==> src/rtl/uart_pkg.sv <==
// UART shared definitions, used by both receiver and transmitter.
//   state_t   : receiver FSM state encoding (PARITY present only when
//               UART_RX_PARITY_EN is defined)
//   START_MID : tick count at the middle of the start bit
//   BIT_TICKS : oversampling ticks per bit
//   DATA_BITS : data bits per frame
//   s_width() : tick-counter width able to hold SB_TICK-1 (at least 4 bits)
package uart_pkg;

    localparam int START_MID = 7;
    localparam int BIT_TICKS = 16;
    localparam int DATA_BITS = 8;

    typedef enum logic [2:0] {
        IDLE   = 3'd0,
        START  = 3'd1,
        DATA   = 3'd2,
`ifdef UART_RX_PARITY_EN
        PARITY = 3'd4,
`endif
        STOP   = 3'd3
    } state_t;

    function automatic int s_width(input int sb_tick);
        int w;
        w = $clog2(sb_tick);
        return (w > 4) ? w : 4;
    endfunction

endpackage

==> src/rtl/uart_rx_if.sv <==
// Receiver-to-consumer interface.
// Handshake: rx_valid=1 means dout/frame_err/parity_err hold an unconsumed
// byte; the byte is consumed on any clk where rx_valid=1 and rx_ready=1.
// rxtick pulses once per completed frame whether or not the byte was kept;
// overrun_err is sticky until err_clr. state is the receiver FSM state for
// observation only. parity_err exists only with UART_RX_PARITY_EN.
//   master : receiver side (drives data/status, samples rx_ready/err_clr)
//   slave  : consumer side
interface uart_rx_if;
    import uart_pkg::*;

    logic [7:0] dout;
    logic       rx_valid;
    logic       rxtick;
    logic       frame_err;
    logic       overrun_err;
`ifdef UART_RX_PARITY_EN
    logic       parity_err;
`endif
    logic       rx_ready;
    logic       err_clr;
    state_t     state;

    modport master (
        output dout, rx_valid, rxtick, frame_err, overrun_err, state,
`ifdef UART_RX_PARITY_EN
        output parity_err,
`endif
        input  rx_ready, err_clr
    );

    modport slave (
        input  dout, rx_valid, rxtick, frame_err, overrun_err, state,
`ifdef UART_RX_PARITY_EN
        input  parity_err,
`endif
        output rx_ready, err_clr
    );

endinterface

==> src/rtl/uart_sync2.sv <==
// Two-flop synchronizer for the asynchronous rx line. Resets to 1 so the
// idle-high line is not mistaken for a start bit right after reset.
//   clk, rstn : clock, asynchronous active-low reset
//   d         : asynchronous input
//   q         : synchronized output
module uart_sync2 (
    input  logic clk,
    input  logic rstn,
    input  logic d,
    output logic q
);

    logic meta;

    always_ff @(posedge clk or negedge rstn) begin
        if (!rstn) begin
            meta <= 1'b1;
            q    <= 1'b1;
        end else begin
            meta <= d;
            q    <= meta;
        end
    end

endmodule

==> src/rtl/uart_rx.sv <==
// UART receiver, 16x oversampling, 8 data bits, LSB first.
// Optional even-parity bit between data and stop: define UART_RX_PARITY_EN.
//   clk, rstn : clock, asynchronous active-low reset
//   stick     : 16x baud strobe, one clk wide
//   rx        : asynchronous serial line, idle high
//   bus       : consumer interface (dout, rx_valid, rxtick, frame_err,
//               overrun_err, [parity_err], state / rx_ready, err_clr)
// SB_TICK sets the stop-bit length in ticks (16, 24 or 32).
module uart_rx
    import uart_pkg::*;
#(
    parameter int SB_TICK = 16
) (
    input  logic     clk,
    input  logic     rstn,
    input  logic     stick,
    input  logic     rx,
    uart_rx_if.master bus
);

    localparam int SW = s_width(SB_TICK);

    logic          rxs;
    state_t        state_q, state_d;
    logic [SW-1:0] s_q, s_d;
    logic [2:0]    n_q, n_d;
    logic [7:0]    b_q, b_d;
    logic          done;

    logic [7:0]    dout_q;
    logic          rx_valid_q, rxtick_q, frame_err_q, overrun_q;
`ifdef UART_RX_PARITY_EN
    logic          par_q, par_d;
    logic          parity_err_q;
`endif

    uart_sync2 u_sync (
        .clk  (clk),
        .rstn (rstn),
        .d    (rx),
        .q    (rxs)
    );

    always_ff @(posedge clk or negedge rstn) begin
        if (!rstn) begin
            state_q <= IDLE;
            s_q     <= '0;
            n_q     <= '0;
            b_q     <= '0;
`ifdef UART_RX_PARITY_EN
            par_q   <= 1'b0;
`endif
        end else begin
            state_q <= state_d;
            s_q     <= s_d;
            n_q     <= n_d;
            b_q     <= b_d;
`ifdef UART_RX_PARITY_EN
            par_q   <= par_d;
`endif
        end
    end

    always_comb begin
        state_d = state_q;
        s_d     = s_q;
        n_d     = n_q;
        b_d     = b_q;
        done    = 1'b0;
`ifdef UART_RX_PARITY_EN
        par_d   = par_q;
`endif
        case (state_q)
            IDLE: begin
                if (!rxs) begin
                    s_d     = '0;
                    state_d = START;
                end
            end
            START: begin
                if (stick) begin
                    if (s_q == SW'(START_MID)) begin
                        // Line back high at mid start bit: treat as a glitch.
                        if (!rxs) begin
                            state_d = DATA;
                            s_d     = '0;
                            n_d     = '0;
                        end else begin
                            state_d = IDLE;
                        end
                    end else begin
                        s_d = s_q + SW'(1);
                    end
                end
            end
            DATA: begin
                if (stick) begin
                    if (s_q == SW'(BIT_TICKS - 1)) begin
                        b_d = {rxs, b_q[7:1]};
                        s_d = '0;
                        if (n_q == 3'(DATA_BITS - 1)) begin
`ifdef UART_RX_PARITY_EN
                            state_d = PARITY;
`else
                            state_d = STOP;
`endif
                        end else begin
                            n_d = n_q + 3'd1;
                        end
                    end else begin
                        s_d = s_q + SW'(1);
                    end
                end
            end
`ifdef UART_RX_PARITY_EN
            PARITY: begin
                if (stick) begin
                    if (s_q == SW'(BIT_TICKS - 1)) begin
                        // Even parity: data ones plus parity bit must be even.
                        par_d   = rxs ^ (^b_q);
                        s_d     = '0;
                        state_d = STOP;
                    end else begin
                        s_d = s_q + SW'(1);
                    end
                end
            end
`endif
            STOP: begin
                if (stick) begin
                    if (s_q == SW'(SB_TICK - 1)) begin
                        done    = 1'b1;
                        state_d = IDLE;
                    end else begin
                        s_d = s_q + SW'(1);
                    end
                end
            end
            default: state_d = IDLE;
        endcase
    end

    // Output holding register. A completed frame is kept if the slot is
    // empty or is being consumed this same clk; otherwise it is dropped.
    always_ff @(posedge clk or negedge rstn) begin
        if (!rstn) begin
            dout_q       <= '0;
            rx_valid_q   <= 1'b0;
            rxtick_q     <= 1'b0;
            frame_err_q  <= 1'b0;
            overrun_q    <= 1'b0;
`ifdef UART_RX_PARITY_EN
            parity_err_q <= 1'b0;
`endif
        end else begin
            rxtick_q <= done;
            if (done && (!rx_valid_q || bus.rx_ready)) begin
                dout_q       <= b_q;
                frame_err_q  <= ~rxs;
                rx_valid_q   <= 1'b1;
`ifdef UART_RX_PARITY_EN
                parity_err_q <= par_q;
`endif
            end else if (rx_valid_q && bus.rx_ready) begin
                rx_valid_q <= 1'b0;
            end
            // A new overrun takes priority over a clear in the same clk.
            if (done && rx_valid_q && !bus.rx_ready) begin
                overrun_q <= 1'b1;
            end else if (bus.err_clr) begin
                overrun_q <= 1'b0;
            end
        end
    end

    assign bus.dout        = dout_q;
    assign bus.rx_valid    = rx_valid_q;
    assign bus.rxtick      = rxtick_q;
    assign bus.frame_err   = frame_err_q;
    assign bus.overrun_err = overrun_q;
    assign bus.state       = state_q;
`ifdef UART_RX_PARITY_EN
    assign bus.parity_err  = parity_err_q;
`endif

endmodule

==> src/flat_wrapper.sv <==
// flat-port wrapper written by rule: the top's interface ports become plain ports
module uart_rx_flat import uart_pkg::*;
#(
    parameter int SB_TICK = 16
)
  (clk, rstn, stick, rx, bus_dout, bus_rx_valid, bus_rxtick, bus_frame_err, bus_overrun_err, bus_state, bus_rx_ready, bus_err_clr);
  uart_rx_if bus_i ();
  input  logic clk;
  input  logic rstn;
  input  logic stick;
  input  logic rx;
  output wire logic [$bits(bus_i.dout)-1:0] bus_dout;
  output wire logic [$bits(bus_i.rx_valid)-1:0] bus_rx_valid;
  output wire logic [$bits(bus_i.rxtick)-1:0] bus_rxtick;
  output wire logic [$bits(bus_i.frame_err)-1:0] bus_frame_err;
  output wire logic [$bits(bus_i.overrun_err)-1:0] bus_overrun_err;
  output wire logic [$bits(bus_i.state)-1:0] bus_state;
  input wire logic [$bits(bus_i.rx_ready)-1:0] bus_rx_ready;
  input wire logic [$bits(bus_i.err_clr)-1:0] bus_err_clr;
  assign bus_dout = bus_i.dout;
  assign bus_rx_valid = bus_i.rx_valid;
  assign bus_rxtick = bus_i.rxtick;
  assign bus_frame_err = bus_i.frame_err;
  assign bus_overrun_err = bus_i.overrun_err;
  assign bus_state = bus_i.state;
  assign bus_i.rx_ready = bus_rx_ready;
  assign bus_i.err_clr = bus_err_clr;
  uart_rx #(.SB_TICK(SB_TICK)) u_core (.clk(clk), .rstn(rstn), .stick(stick), .rx(rx), .bus(bus_i));
endmodule
==> config.mk <==
export PLATFORM = sky130hd
export DESIGN_NAME = uart_rx_flat
export DESIGN_NICKNAME = d
export VERILOG_FILES = /design/src/rtl/uart_pkg.sv /design/src/rtl/uart_rx_if.sv /design/src/rtl/uart_sync2.sv /design/src/rtl/uart_rx.sv /design/src/flat_wrapper.sv
export SDC_FILE = /design/constraint.sdc
export NUM_CORES = 1
export LEC_CHECK = 0
export ABC_AREA = 1
export CAP_MARGIN = 15
export CORE_MARGIN = 5
export CORE_UTILIZATION = 40
export CTS_CLUSTER_DIAMETER = 40
export DETAILED_ROUTE_END_ITERATION = 8
export GPL_ROUTABILITY_DRIVEN = 1
export PLACE_DENSITY = 0.66
export SYNTH_ARGS = -nofsm -noshare
export SYNTH_HDL_FRONTEND = slang
export SYNTH_SLANG_ARGS = --single-unit
==> constraint.sdc <==
create_clock -name clk -period 3 [get_ports clk]
set_input_delay 0.3 -clock clk [delete_from_list [all_inputs] [get_ports clk]]
set_output_delay 0.3 -clock clk [all_outputs]
set_load 0.02 [all_outputs]
Yosys cells after proc, flatten, opt, wreduce, memory -nomap -nowiden --
Index checks and enable logic that the tools add are counted.
Storage, ports and cells: input bits 6, bits in registers 32, word-level logic and storage cells 79
Operators by class: reduce and logical (&&, ||, !) cells 16, add/sub/neg operators 2, equality and inequality tests 17, multiplexer cells 32, bitwise gates (word level) 1
Operators with widths (number):
- $mux W3 | 14
- $mux W4 | 7
- $pmux W4 S4 | 1
- $ne A2 B2 Y1 const B | 7
- $pmux W3 S4 | 1
- $ne A2 B1 Y1 const B | 4
- $reduce_and A8 Y1 | 1
- $mux W1 | 7
- $reduce_and A7 Y1 | 1
- $eq A3 B2 Y1 const B | 2
- $pmux W3 S2 | 1
- $reduce_bool A2 Y1 | 3
- $reduce_and A5 Y1 | 1
- $add A4 B1 Y4 const B | 1
- $eq A4 B3 Y1 const B | 1
- $eq A4 B4 Y1 const B | 1
- $logic_and A1 B1 Y1 | 4
- $reduce_bool A4 Y1 | 1
- $add A3 B1 Y3 const B | 1
- $eq A3 B1 Y1 const B | 1
- $eq A3 B3 Y1 const B | 1
- $logic_not A3 Y1 | 1
- $reduce_and A3 Y1 | 1
- $logic_not A1 Y1 | 2
- 3 further kinds | 3

Depth between registers and ports, before layout --
Gate-level depths: netlist of the first run.
depth after elaboration 7, mapped depth 10, gate-level depth less buffers 10

Hierarchy --
Synthesis of the first run repeated with hierarchy kept, for this count alone.
Second synthesis, totals: cell total of the unflattened synthesis 178, area, all modules 1552.7 µm²
By module, submodules not included:
- uart_rx | area each 1500.2 µm², cells an instance 176, instances 1
- uart_sync2 | area each 52.6 µm², cells an instance 2, instances 1

Least setup slack after synthesis of the first run --
OpenSTA, ideal clock, no wires.
path kind register to register, start reg u_core.state_q[0], in the netlist u_core.bus.state[0], end reg u_core.n_q[1], data required time 2.883 ns, path slack 1.328 ns, clock period less this slack 1.672 ns, setup time 0.117 ns, path buffers 1, arrival 1.554 ns, cell stages (with the launch flop) 10, cell sequence dfrtp_1 > inv_1 > ha_1 > buf_2 > o21ai_0 > nand2_1 > nor2_1 > inv_1 > nand2_1 > nand2_1
On the way: longest elaborated chain between the ends 3
RTL lines:
- start: declaration | RTL line uart_rx.sv:24 | state_t state_q, state_d;
- start signal: assignment | RTL line uart_rx.sv:54 | state_q <= state_d;
- $eq A3 B2 Y1 / $eq A3 B1 Y1 (equally long branches) | RTL line uart_rx.sv:73 | case (state_q)
- $ne A2 B1 Y1 (no line) (tied with other cells)
- $reduce_and A7 Y1 (no line)
- end signal: assignment | RTL line uart_rx.sv:56 | n_q <= n_d;
- end: declaration | RTL line uart_rx.sv:26 | logic [2:0] n_q, n_d;
Parallel ways exist; a longest one is shown, timed or not. A chain may end at the register's enable or synchronous reset.

Final worst setup path of the first run --
start reg u_core.state_q[0], in the netlist u_core.bus.state[0], end reg u_core.b_q[1]
On the way: longest elaborated chain between the ends 2
RTL lines:
- $eq A3 B2 Y1 | RTL line uart_rx.sv:73
- $reduce_and A3 Y1 (no line)
- end signal: assignment | RTL line uart_rx.sv:49 | b_q <= '0;
- end signal: assignment | RTL line uart_rx.sv:57 | b_q <= b_d;
- end: declaration | RTL line uart_rx.sv:27 | logic [7:0] b_q, b_d;
No other way between the ends.

==> metrics.md, run 1 <==
| Metric | Value |
|---|---|
| Tot GR Track Use | 12.23% |
| Via density | 4.848 |
| Register area share after synthesis | 49.76% |
| Port bufs | 19 |
| Sequential share of power | 38.1% |
| Clk_lat worst skew | 0.28 ns |
| Post-CTS Setup Inserts | 0 |
| Routability cong. | 0.8175 |
| Maximum fanout along the worst path | 16 |
| Initial cell density of the core | 42.09% |
| Layout area overhead | 21.76% |
| Post-Synthesis Cell Area | 1564 um^2 |
| Register area | 778.2 um^2 |
| CP startpoint kind | flop |
| Arr. time, crit path | 2.00 ns |
| Via Count | 1246 |
| Die outline width | 72.53 um |
| Fin crit share | 60.29% |
| Max Slew Vio Count | 0 |
| Row cnt | 22 |
| Synth Register Bits | 31 |
| Crit path buf inv count | 1 |
| Number of I/O pins | 21 |
| DR iter-0 viols | 67 |
| Min cycle time layout | 1.809 ns |
| CTS Buffer Depth | 2 |
| Max_cap viols | 0 |
| Sink Count | 31 |
| Static leakage | 0.9384 nW |
| Mapped Nets | 201 |
| Post-CTS Hold Buffers | 0 |
| Die Y | 72.53 um |
| Worst path max stage delay | 0.49 ns |
| Slew margin rel. | 65.11% |
| Multi-input gate area | 664.4 um^2 |
| Initial DRT Pass Iterations | 4 |
| CTS H-Tree Depth | 2 |
| DP Wirelength | 2.028 mm |
| Number of buffers created by CTS | 5 |
| Cells after Synth | 186 |
| Final Hold Viols | 0 |
| Logic pwr share | 31.6% |
| # fillers | 356 |
| RSZ-0062 raised after global routing | no |
| Routed WL | 2.801 mm |
| Layout Nets | 223 |
| Post-DR wirelength/cell | 10.90 um |
| Vias in the first global route | 1220 |
| Least-Margin Pin Slew | 0.5217 ns |
| CP Cell Sequence | inv_1, ha_1, nand4_1, o21ai_0 |
| Clock skew | 0.004287 ns |
| Max rail drop VDD | 448.5 uV |
| Drc violations | 0 |
| Yosys synthesis warning count | 0 |
| Ant. Diodes | 0 |
| Crit Path Category | flop to flop |
| Clock share of power | 30.3% |
| Crit path max-delay family | simple AND/OR/NAND/NOR gates |
| Commonest non-fill, non-tap cell in the layout | nand2_1 |
| Largest net degree at the start of global routing | 32 |
| Share of cells above drive strength 1 | 10.05% |
| Initial antenna violation count | 0 |
| Setup TNS | 0 ns |
| Critical Path RT | 3.19 ns |
| Switch Pwr | 488.3 uW |
| FMAX | 552.9 MHz |
| Reg clk slew, reported paths | 0.07 ns |
| First-pass GRT wire length | 5.085 mm |
| Hold Path Class | flop to flop |
| Resize count post-CTS | 0 |
| Final setup violation count | 0 |
| Crit path max-delay cell type | nand4_1 |
| WHS | 0.3626 ns |
| Core area | 3716 um^2 |
| Sw Ratio | 35.10% |
| Root buf cell | clkbuf_8 |
| PwrDens | 730.5 nW/um^2 |
| Syn avg cell area | 8.409 um^2 |
| Crit. End Element | flop |
| Pint | 902.8 uW |
| Die area | 5261 um^2 |
| CTS tree | done |
| Most frequent cells in the layout | nand2_1, dfrtp_1, inv_1 |
| Grt ovf | 0 |
| Routed Antenna Nets | 0 |
| Synth unique cells | 21 |
| Status | complete, no violations |
per-layer routing:
layer	vias to the layer above	global-route usage [%]	share of wire, %
met1	570	15.54	48
met3	8	5.125	7.7
met2	33	18.44	43
met4	0	4.713	1.9
li1	635	-	-
met5	-	0	0
power by group through the flow:
stage          Sequential (mW)  Clock, mW  Combinational (mW)
2_1_floorplan            0.539          0               0.321
3_3_place_gp             0.536          0               0.439
3_5_place_dp             0.537          0               0.441
4_1_cts                  0.530      0.438               0.442
5_1_grt                  0.541      0.456               0.523
6_report                 0.530      0.422               0.439
flip-flops by register name, indices dropped and copies added (netlist names):
signal,count
u_core.bus.state,2
u_core.bus.overrun_err,1
u_core.s_q,4
u_core.bus.rx_valid,1
u_core.n_q,3
u_core.bus.frame_err,1
u_core.u_sync.q,1
u_core.bus.dout,8
u_core.u_sync.meta,1
u_core.b_q,8
u_core.bus.rxtick,1
worst register-to-register path: cells and delay by family (launching register included):
kind	cells	cell delay (ns)
simple gates	1	0.49
flops	1	0.44
fa+ha+maj	1	0.33
compound gates	1	0.32
buf+inv	1	0.13
kinds of logic (layout without fill, tap and decap cells):
group	Yosys count	count (layout)	synth area share, %
compound gates	26	26	10.00
fa+ha+maj	9	9	7.200
buf+inv	28	51	7.759
flops	31	31	49.76
other cells	1	1	0.2398
simple gates	91	91	25.04
layout make-up:
cell class                      count  area share, %
Tap cell                           48          3.154
Clock inverter                      2          1.840
Sequential cell                    31          40.87
Multi-Input combinational cell    127          34.89
Timing Repair Buffer               20          10.38
Clock buffer                        6          4.336
Inverter                           23          4.533
stage by stage:
step / utilization [%] / setup WS (ns) / std cells / instance area (um^2) / power, mW
2_1_floorplan: - / 1.328 / 186 / 1564 / 0.8597
3_3_place_gp: 48.08 / 1.260 / 249 / 1787 / 0.9747
3_5_place_dp: 48.08 / 1.195 / 249 / 1787 / 0.9774
4_1_cts: 51.25 / 1.179 / 257 / 1904 / 1.410
5_1_grt: 51.25 / 0.9197 / 257 / 1904 / 1.520
6_report: 51.25 / 1.191 / 257 / 1904 / 1.391
final timing paths:
path,end,slack (ns),start,cells past startpoint
worst max-delay path,u_core.b_q[1]$_DFFE_PN0P_,1.19,u_core.bus.state[0]$_DFFE_PN0P_,4
worst min-delay path,u_core.u_sync.q$_DFF_PN1_,0.36,u_core.u_sync.meta$_DFF_PN1_,0
worst max register to register,u_core.b_q[1]$_DFFE_PN0P_,1.19,u_core.bus.state[0]$_DFFE_PN0P_,4
worst min register to register,u_core.u_sync.q$_DFF_PN1_,0.36,u_core.u_sync.meta$_DFF_PN1_,0
max in group asynchronous,u_core.u_sync.q$_DFF_PN1_,2.27,rstn,2
min in group asynchronous,u_core.bus.overrun_err$_DFFE_PN0P_,0.40,rstn,2
synth_stat cells (all sizes together):
master / count / area share [%]
nor3: 1 / 0.32
nand3: 18 / 5.8
conb: 1 / 0.24
nand4: 4 / 2.0
clkbuf: 1 / 0.24
a21oi: 3 / 0.96
ha: 9 / 7.2
nand2: 52 / 13
nor2: 16 / 4.3
dfstp: 2 / 3.4
inv: 23 / 5.5
o21ai: 23 / 9.0
dfrtp: 29 / 46
buf: 4 / 2.0
Power figures use the tool's default switching activity.
==> inputs of run 2 (changes only) <==
- clock period: 3 -> 1.9 ns (I/O delays scaled with it)
==> run 2 against run 1 <==
  * Cell area is 0.99% higher
  * Clock-buffer cell count unchanged
  * Cell count increased by 0.39%
  * Sequential share of layout area is 0.33 points lower
  * Non-clock buffer count rose by 1
  * Clock skew rose by 0.0015 ns
  * First-iteration DRC count is 15% lower
  * Critical path type unchanged
  * Highest routed layer unchanged
==> metrics.md, run 2 (synthesis gave the netlist of run 1 again) <==
| Metric | Value |
|---|---|
| Status | complete, no violations |
| Commonest non-fill, non-tap cell in the layout | nand2_1 |
| Row cnt | 22 |
| Die Y | 72.53 um |
| Max rail drop VDD | 898.1 uV |
| Final setup violation count | 0 |
| Crit Path Category | flop to flop |
| WHS | 0.3139 ns |
| Reg-to-Reg Start | u_core.bus.state[0]$_DFFE_PN0P_ |
| CP startpoint kind | flop |
| PwrDens | 1156 nW/um^2 |
| First-pass GRT wire length | 5.133 mm |
| Tot GR Track Use | 12.38% |
| Clk_lat worst skew | 0.28 ns |
| DP Wirelength | 2.062 mm |
| Setup TNS | 0 ns |
| FMAX | 602.0 MHz |
| Min cycle time layout | 1.661 ns |
| Root buf cell | clkbuf_8 |
| Critical path origin | u_core.bus.state[0]$_DFFE_PN0P_ |
| Reg clk slew, reported paths | 0.07 ns |
| Layout area overhead | 22.96% |
| R2R Setup Slk | 0.24 ns |
| Initial cell density of the core | 42.09% |
| Pre-CTS setup slack | 0.1472 ns |
| Post-CTS Setup Inserts | 0 |
| Arr. time, crit path | 1.88 ns |
| Post-route setup slack | 0.2389 ns |
| CP Cell Sequence | inv_1, ha_1, inv_1, nand3_1, nand2_2, nand2_1, nor2_1, nand3_1, nand2_1 |
| Routed Antenna Nets | 0 |
| Routed WL | 2.818 mm |
| Via Count | 1223 |
| Vias in the first global route | 1172 |
| Initial DRT Pass Iterations | 4 |
| Share of cells above drive strength 1 | 11.90% |
| Max Slew Vio Count | 0 |
| Maximum fanout along the worst path | 9 |
| Static leakage | 0.9428 nW |
| Die area | 5261 um^2 |
| CTS H-Tree Depth | 2 |
| Most frequent cells in the layout | nand2_1, dfrtp_1, inv_1 |
| Die outline width | 72.53 um |
| Fin crit share | 87.43% |
| Non-filler cells, final | 258 |
| Core area | 3716 um^2 |
| # fillers | 369 |
| Post-DR wirelength/cell | 10.92 um |
| RSZ-0062 raised after global routing | no |
| Initial antenna violation count | 0 |
| DR iter-0 viols | 57 |
| Largest net degree at the start of global routing | 32 |
| CTS tree | done |
| Port bufs | 19 |
| Number of buffers created by CTS | 5 |
| CTS Buffer Depth | 2 |
| Number of I/O pins | 21 |
| Layout Nets | 224 |
| Dpl cells | 250 |
| Final Hold Viols | 0 |
| Sink Count | 31 |
| Critical Path RT | 2.12 ns |
| Grt ovf | 0 |
| Max_cap viols | 0 |
| Ant. Diodes | 0 |
| Worst path max stage delay | 0.43 ns |
| Crit path max-delay cell type | dfrtp_2 |
| Routability cong. | 0.8399 |
| Via density | 4.740 |
| Clock skew | 0.005791 ns |
| Crit. End Element | flop |
| Drc violations | 0 |
| Hold Path Class | input port to async pin |
## run 2: final timing paths
check | cells past startpoint | to
max | 9 | u_core.s_q[1]$_DFFE_PN0P_
min | 2 | u_core.b_q[2]$_DFFE_PN0P_
max reg2reg | 9 | u_core.s_q[1]$_DFFE_PN0P_
min reg2reg | 0 | u_core.u_sync.q$_DFF_PN1_
max in group asynchronous | 2 | u_core.u_sync.q$_DFF_PN1_
min in group clk | 1 | u_core.u_sync.meta$_DFF_PN1_
## run 2: cell type report
| cell class | count | area (um^2) | share of cell area, % |
|---|---|---|---|
| Clock buffer | 6 | 82.58 | 4.294 |
| Inverter | 23 | 86.33 | 4.489 |
| Clock inverter | 2 | 35.03 | 1.822 |
| Multi-Input combinational cell | 127 | 674.4 | 35.07 |
| Timing Repair Buffer | 21 | 205.2 | 10.67 |
| Sequential cell | 31 | 779.5 | 40.53 |
| Tap cell | 48 | 60.06 | 3.123 |
## run 2: timing repair
item	CTS	global route
resized for setup	0	4
setup endpoints to repair	0	13
hold buffers	0	0
## run 2: where the power goes
| part | switching [mW] | internal [mW] | leakage, nW |
|---|---|---|---|
| Combinational | 0.443 | 0.264 | 0.472 |
| Sequential | 0.0980 | 0.744 | 0.410 |
| Clock | 0.251 | 0.424 | 0.0612 |
## run 2: routing by layer
layer	global-route usage (%)	up-vias	part of all wire (%)
li1	-	632	-
met1	15.56	558	49
met2	19.64	27	43
met3	4.432	6	6.1
met4	4.303	0	1.6
met5	0	-	0
## run 2: critical path: cells and delay by family (launching register included)
kind                     cells  cell delay [ns]
buffers and inverters        2             0.22
adder cells (fa/ha/maj)      1             0.31
flip-flops                   1             0.43
AND/OR/NAND/NOR              6             0.63
## run 2: stage by stage
step                      util (%)  total power [mW]  area [um^2]
after floorplan                  -             1.357         1564
after global placement       48.28             1.544         1794
after detailed placement     48.28             1.547         1794
after CTS                    51.45             2.235         1912
after global routing         51.75             2.416         1923
final                        51.75             2.224         1923
